--- src/rtl/fetch_stage_pkg.sv ---
// rtl/fetch_stage_pkg.sv - shared fetch-stage widths, NOP word, FSM encoding and helpers
package fetch_stage_pkg;

  localparam int ADDR_W  = 11;
  localparam int INSTR_W = 32;

  // All-zero word decodes as a no-op; used for reset and squashed slots.
  localparam logic [31:0] NOP_WORD = 32'h0000_0000;

  // BUBBLE: IF/ID holds a squashed/empty slot. RUN: IF/ID holds a real instruction.
  typedef enum logic {
    ST_BUBBLE = 1'b0,
    ST_RUN    = 1'b1
  } fetch_state_t;

  // Saturating 16-bit increment for the performance counters.
  function automatic logic [15:0] sat_inc16(input logic [15:0] v);
    return (v == 16'hFFFF) ? v : v + 16'd1;
  endfunction

endpackage

--- src/rtl/fetch_stage_if.sv ---
// rtl/fetch_stage_if.sv - fetch-stage bus bundle (next-PC mux, imem, IF/ID); counters under FETCH_PERF_EN
interface fetch_stage_if #(
  parameter int ADDR_W  = 11,
  parameter int INSTR_W = 32
);

  logic [ADDR_W-1:0]  pc_next;
  logic               stall;
  logic               flush;
  logic [ADDR_W-1:0]  imem_addr;
  logic [INSTR_W-1:0] imem_data;
  logic [ADDR_W-1:0]  pc_plus1;
  logic [INSTR_W-1:0] if_id_instr;
  logic [ADDR_W-1:0]  if_id_pc1;
  logic               if_id_valid;
`ifdef FETCH_PERF_EN
  logic [15:0]        fetch_count;
  logic [15:0]        stall_count;

  modport master (
    input  pc_next, stall, flush, imem_data,
    output imem_addr, pc_plus1, if_id_instr, if_id_pc1, if_id_valid,
           fetch_count, stall_count
  );

  modport slave (
    output pc_next, stall, flush, imem_data,
    input  imem_addr, pc_plus1, if_id_instr, if_id_pc1, if_id_valid,
           fetch_count, stall_count
  );
`else
  modport master (
    input  pc_next, stall, flush, imem_data,
    output imem_addr, pc_plus1, if_id_instr, if_id_pc1, if_id_valid
  );

  modport slave (
    output pc_next, stall, flush, imem_data,
    input  imem_addr, pc_plus1, if_id_instr, if_id_pc1, if_id_valid
  );
`endif

endinterface

--- src/rtl/fetch_stage_pc_register.sv ---
// rtl/fetch_stage_pc_register.sv - program counter register with async reset and load enable
module pc_register #(
  parameter int                ADDR_W   = 11,
  parameter logic [ADDR_W-1:0] RESET_PC = '0
) (
  input  logic              clk,
  input  logic              reset,
  input  logic              load,
  input  logic [ADDR_W-1:0] d,
  output logic [ADDR_W-1:0] q
);

  // PC loads the next address whenever enabled, otherwise holds.
  always_ff @(posedge clk or posedge reset) begin
    if (reset)
      q <= RESET_PC;
    else if (load)
      q <= d;
  end

endmodule

--- src/rtl/fetch_stage.sv ---
// rtl/fetch_stage.sv - instruction-fetch stage: PC, imem drive, IF/ID register; optional FETCH_PERF_EN counters
module fetch_stage
  import fetch_stage_pkg::*;
#(
  parameter int                ADDR_W   = fetch_stage_pkg::ADDR_W,
  parameter int                INSTR_W  = fetch_stage_pkg::INSTR_W,
  parameter logic [ADDR_W-1:0] RESET_PC = '0
) (
  input  logic          clk,
  input  logic          reset,
  fetch_stage_if.master fif
);

  logic [ADDR_W-1:0]  pc;
  logic [ADDR_W-1:0]  pc_inc;
  logic               pc_load;
  logic               load_slot;
  fetch_state_t       state;
  logic [INSTR_W-1:0] instr_q;
  logic [ADDR_W-1:0]  pc1_q;

  // A flush must redirect the PC even while the hazard unit is stalling.
  assign pc_load   = ~fif.stall | fif.flush;
  // A real instruction enters IF/ID only on an unstalled, unflushed edge.
  assign load_slot = ~fif.stall & ~fif.flush;

  pc_register #(
    .ADDR_W   (ADDR_W),
    .RESET_PC (RESET_PC)
  ) u_pc_register (
    .clk   (clk),
    .reset (reset),
    .load  (pc_load),
    .d     (fif.pc_next),
    .q     (pc)
  );

  // Increment wraps at 2^ADDR_W; carry out is deliberately dropped.
  assign pc_inc        = pc + {{(ADDR_W-1){1'b0}}, 1'b1};
  assign fif.imem_addr = pc;
  assign fif.pc_plus1  = pc_inc;

  // IF/ID register and RUN/BUBBLE control: flush squashes, stall holds, otherwise load.
  always_ff @(posedge clk or posedge reset) begin
    if (reset) begin
      state   <= ST_BUBBLE;
      instr_q <= NOP_WORD[INSTR_W-1:0];
      pc1_q   <= '0;
    end else if (fif.flush) begin
      state   <= ST_BUBBLE;
      instr_q <= NOP_WORD[INSTR_W-1:0];
      pc1_q   <= '0;
    end else if (!fif.stall) begin
      state   <= ST_RUN;
      instr_q <= fif.imem_data;
      pc1_q   <= pc_inc;
    end
  end

  assign fif.if_id_instr = instr_q;
  assign fif.if_id_pc1   = pc1_q;
  assign fif.if_id_valid = (state == ST_RUN);

`ifdef FETCH_PERF_EN
  logic [15:0] fetch_cnt_q;
  logic [15:0] stall_cnt_q;

  // Saturating counts of loaded instructions and of pure stall cycles.
  always_ff @(posedge clk or posedge reset) begin
    if (reset) begin
      fetch_cnt_q <= '0;
      stall_cnt_q <= '0;
    end else begin
      if (load_slot)
        fetch_cnt_q <= sat_inc16(fetch_cnt_q);
      if (fif.stall && !fif.flush)
        stall_cnt_q <= sat_inc16(stall_cnt_q);
    end
  end

  assign fif.fetch_count = fetch_cnt_q;
  assign fif.stall_count = stall_cnt_q;
`else
  logic unused_load_slot;
  assign unused_load_slot = load_slot;
`endif

endmodule

--- src/flat_wrapper.sv ---
// flat-port wrapper written by rule: the top's interface ports become plain ports
module fetch_stage_flat import fetch_stage_pkg::*;
#(
  parameter int                ADDR_W   = fetch_stage_pkg::ADDR_W,
  parameter int                INSTR_W  = fetch_stage_pkg::INSTR_W,
  parameter logic [ADDR_W-1:0] RESET_PC = '0
)
  (clk, reset, fif_pc_next, fif_stall, fif_flush, fif_imem_data, fif_imem_addr, fif_pc_plus1, fif_if_id_instr, fif_if_id_pc1, fif_if_id_valid);
  fetch_stage_if #(.ADDR_W(ADDR_W), .INSTR_W(INSTR_W)) fif_i ();
  input  logic clk;
  input  logic reset;
  input wire logic [$bits(fif_i.pc_next)-1:0] fif_pc_next;
  input wire logic [$bits(fif_i.stall)-1:0] fif_stall;
  input wire logic [$bits(fif_i.flush)-1:0] fif_flush;
  input wire logic [$bits(fif_i.imem_data)-1:0] fif_imem_data;
  output wire logic [$bits(fif_i.imem_addr)-1:0] fif_imem_addr;
  output wire logic [$bits(fif_i.pc_plus1)-1:0] fif_pc_plus1;
  output wire logic [$bits(fif_i.if_id_instr)-1:0] fif_if_id_instr;
  output wire logic [$bits(fif_i.if_id_pc1)-1:0] fif_if_id_pc1;
  output wire logic [$bits(fif_i.if_id_valid)-1:0] fif_if_id_valid;
  assign fif_i.pc_next = fif_pc_next;
  assign fif_i.stall = fif_stall;
  assign fif_i.flush = fif_flush;
  assign fif_i.imem_data = fif_imem_data;
  assign fif_imem_addr = fif_i.imem_addr;
  assign fif_pc_plus1 = fif_i.pc_plus1;
  assign fif_if_id_instr = fif_i.if_id_instr;
  assign fif_if_id_pc1 = fif_i.if_id_pc1;
  assign fif_if_id_valid = fif_i.if_id_valid;
  fetch_stage #(.ADDR_W(ADDR_W), .INSTR_W(INSTR_W), .RESET_PC(RESET_PC)) u_core (.clk(clk), .reset(reset), .fif(fif_i));
endmodule
--- config.mk ---
export PLATFORM = sky130hd
export DESIGN_NAME = fetch_stage_flat
export DESIGN_NICKNAME = d
export VERILOG_FILES = /design/src/rtl/fetch_stage_pkg.sv /design/src/rtl/fetch_stage_if.sv /design/src/rtl/fetch_stage_pc_register.sv /design/src/rtl/fetch_stage.sv /design/src/flat_wrapper.sv
export SDC_FILE = /design/constraint.sdc
export NUM_CORES = 1
export LEC_CHECK = 0
export CAP_MARGIN = 10
export CORE_MARGIN = 2
export CORE_UTILIZATION = 41
export DETAILED_ROUTE_END_ITERATION = 10
export PLACE_DENSITY_LB_ADDON = 0.1
export SLEW_MARGIN = 20
export SYNTH_ARGS = -nofsm -noshare
export SYNTH_HDL_FRONTEND = slang
export SYNTH_HIERARCHICAL = 1
export SYNTH_SLANG_ARGS = --single-unit
--- constraint.sdc ---
create_clock -name clk -period 1.98 [get_ports clk]
set_clock_uncertainty 0.15 [all_clocks]
set_input_delay 0.396 -clock clk [delete_from_list [all_inputs] [get_ports clk]]
set_output_delay 0.396 -clock clk [all_outputs]
set_load 0.005 [all_outputs]
==> key figures <==
Die
  • Initial core utilization: a little over two fifths
  • I/O pins: about 110
  • Row count: 28
  • Die Area: 0.00656 mm²
  • Die width: ~80 µm
  • Die height: 81.0 µm
  • Core area: about 0.0058 mm²

STA
  • Tmin final: around 2.1 ns
  • Final worst slack: -0.120 ns
  • Final cycle utilization of the critical path: 106%
  • Final slew viol count: 0
  • Final Hold Vio Count: 0
  • Rel. slew slack: approximately 71%
  • Fmax: about 480 MHz
  • Worst Tran Pin Value: roughly 0.44 ns
  • RSZ-0062 raised after global routing: true
  • Endpoints failing setup: 4

Setup path
  • R2R Setup Slk: approximately 0.12 ns
  • Worst-path cell chain: buf_6 > and3_1 > nand4_1 > xnor2_2 > buf_2
  • CP required: roughly 1.4 ns
  • CP max-delay cell: dfrtp_1
  • Worst path max stage delay: about 0.42 ns
  • Depth of the most critical reg-to-reg path: 8
  • CP max FO: 3
  • Critical R2R Launch: u_core/u_pc_register/q[1]$_DFFE_PP0P_
  • Arr. time, crit path: around 1.6 ns
  • Worst r2r dst: u_core/fif.if_id_pc1[9]$_DFFE_PP0P_
  • Crit path capture type: output pin
  • WS Path Type: flip-flop to output pin
  • Crit start category: flip-flop

Synth
  • Syn avg cell area: about 12 µm²
  • FFs w/ async S/R, synth: 100%
  • Mux contribution to synthesized area: between 20% and 30%
  • Number of synthesized flops with an enable pin: 0
  • Yosys cell types: 27
  • Synth area leader: dfrtp_1
  • Synthesized instance count: slightly above 200
  • Main combinational cell family by area after synthesis: multiplexers
  • Synthesized-area fraction occupied by adder cells: less than 1%
  • Synth cell count leaders: 55 x dfrtp_1, 41 x nor2_1, 35 x mux2i_1, 11 x mux2_4, 8 x inv_1
  • Sequential share of the synthesized area: a little under three fifths
  • Main flop type after synthesis: dfrtp_1
  • Post-Synth XOR/XNOR Area: between 3 and 4%
  • Most frequent cell after synthesis: dfrtp_1
  • Yosys reg bits: 55
  • Synth top area share: between 50% and 60%
  • Compound-Gate Fraction of Synth Area: around 3.3%
  • Synth warnings: 6
  • Simple-gate portion of the synthesized area: 11.1%
  • Post-Syn Area: roughly 0.0024 mm²
  • Mapped Nets: between 200 and 300
  • Top post-synthesis cells by area: dfrtp_1 57%, mux2i_1 14%, mux2_4 6.8%

CTS
  • Hold-fix buffers, CTS: 0
  • TritonCTS clock tree: built
  • Clock transition at the registers of the reported paths: about 0.09 ns
  • Worst skew pair latency: roughly 0.30 ns
  • Root buffer cell: clkbuf_8
  • TritonCTS Buffers: 5
  • Max clock buf depth: 2
  • H-tree levels: 2
  • Sink Count: 55

Final layout
  • Final net count: 390
  • # diodes: 0
  • Share of cells above drive strength 1: about 22%
  • Area growth syn-to-layout: 65.6%
  • Post-route cell area: ~0.0040 mm²
  • Layout Cells excl Fill: ~420

Placed design
  • Placer congestion estimate: 0.777
  • IO buf count: ~110
  • Area after DPL: around 0.0038 mm²
  • Placed insts: 400
  • Final HPWL DP: around 4.3 mm

Pwr
  • Max IR drop VDD: roughly 0.00032 V
  • Power Total: about 2600 µW
  • Power Density: 635 mW/mm²
  • Static Leakage: about 0.0020 µW

Flow run
  • Max-Cap Viols: 0

Route
  • Total Wirelength: 6.13 mm
  • Routed len/inst: between 10 and 15 µm
  • Vias: roughly 2,000
  • Routed Antenna Nets: 0
  • First drt pass iteration count: 4
  • DRC viols: 0
  • Starting DRT DRC Count: between 70 and 80
  • Vias/cell: 4.79

Global route
  • Vias in the first global route: roughly 1,900
  • Largest net degree at the start of global routing: 45
  • Initial antenna violation count: 0
  • First-pass GRT wire length: about 9.5 mm
  • Gr usage total: 18.9%
  • Grt ovf: 0

Run status
  • Status: finished, violations left
  • Failing checks: negative setup slack

Min path
  • Worst min path class: primary input to async pin
## cells in the final DEF (no fill, tap or decap), types with 2 or more instances in the layout
| master | n |
|---|---|
| dlymetal6s2s_1 | 3 |
| nor2_1 | 40 |
| xnor2_2 | 4 |
| nand4_1 | 2 |
| dfrtp_2 | 2 |
| buf_12 | 2 |
| buf_2 | 8 |
| buf_4 | 27 |
| dfrtp_1 | 53 |
| mux2_4 | 11 |
| nand3_1 | 2 |
| o21a_1 | 3 |
| nand2_1 | 5 |
| a21oi_1 | 5 |
| inv_1 | 7 |
| clkdlybuf4s50_1 | 95 |
| xnor2_1 | 2 |
| dlygate4sd2_1 | 4 |
| clkbuf_8 | 7 |
| mux2i_1 | 35 |
| o211a_1 | 2 |
| buf_6 | 3 |
| nand2b_1 | 2 |
## where the power goes
group / switching, µW / total [µW] / internal [µW]
registers: 52.9 / 1250 / 1200
logic: 238 / 651 / 412
clock network: 335 / 655 / 320
## timing repair
item / in CTS / in global routing
pin swaps: 8 / 9
resized for setup: 45 / 14
setup buffers: 8 / 4
endpoints found under the setup margin: 10 / 12
endpoints found under the hold margin: 0 / 0
## registers in the layout, indices dropped and copies added (netlist names)
| signal | cells |
|---|---|
| u_core/fif.if_id_pc1 | 11 |
| u_core/u_pc_register/q | 11 |
| u_core/fif.if_id_valid | 1 |
| u_core/fif.if_id_instr | 32 |
## per-layer routing
layer / vias up / GRT usage, % / part of all wire, %
met1: 982 / 24.1 / 41
met5: - / 0 / 0
met2: 68 / 31.3 / 50
met3: 6 / 5.89 / 7.9
met4: 0 / 5.08 / 0.98
li1: 947 / - / -
## critical path, delay by kind of cell, from the launching register on
family	cells	cell delay [ns]
simple gates	2	0.32
flops	1	0.42
xor+xnor	1	0.23
buf+inv	2	0.27
## cells by family (layout without fill, tap and decap cells)
family | after synthesis | in the layout
muxes | 47 | 47
xor gates and xnor gates | 9 | 9
adders and majority gates | 1 | 1
and+or+nand+nor | 59 | 59
buffers and inverters | 20 | 160
DFF | 55 | 55
AOI/OAI and AO/OA | 12 | 12
## metrics by stage
stage	util, %	TNS, ns	setup slack [ns]	hold WS, ns
final	69.3	-0.274	-0.120	0.272
after global routing	69.3	-0.799	-0.182	0.316
after CTS	68.1	-0.307	-0.127	0.271
after detailed placement	64.9	-0.514	-0.157	0.360
after global placement	64.9	-0.368	-0.151	0.350
after floorplan	-	0	0.238	0.0984
## worst max-delay path by stage
stage / slack, ns / to / cells past startpoint / from
after floorplan: 0.24 / u_core/u_pc_register/q[0]$_DFFE_PP0P_ / 5 / fif_stall
after global placement: -0.15 / fif_pc_plus1[10] / 5 / u_core/u_pc_register/q[0]$_DFFE_PP0P_
after global routing: -0.18 / fif_pc_plus1[9] / 5 / u_core/u_pc_register/q[1]$_DFFE_PP0P_
final: -0.12 / fif_pc_plus1[9] / 5 / u_core/u_pc_register/q[1]$_DFFE_PP0P_
after detailed placement: -0.16 / fif_pc_plus1[10] / 5 / u_core/u_pc_register/q[0]$_DFFE_PP0P_
after CTS: -0.13 / fif_pc_plus1[10] / 5 / u_core/u_pc_register/q[2]$_DFFE_PP0P_
## area by class of cell
type,instances,area (µm²)
Fill cell,440,1790
Sequential cell,55,1380
Timing Repair Buffer,144,1360
Multi-Input combinational cell,128,1060
Clock buffer,8,100
Tap cell,75,93.8
Inverter,8,30.0
(Power assumes the default switching activity.)
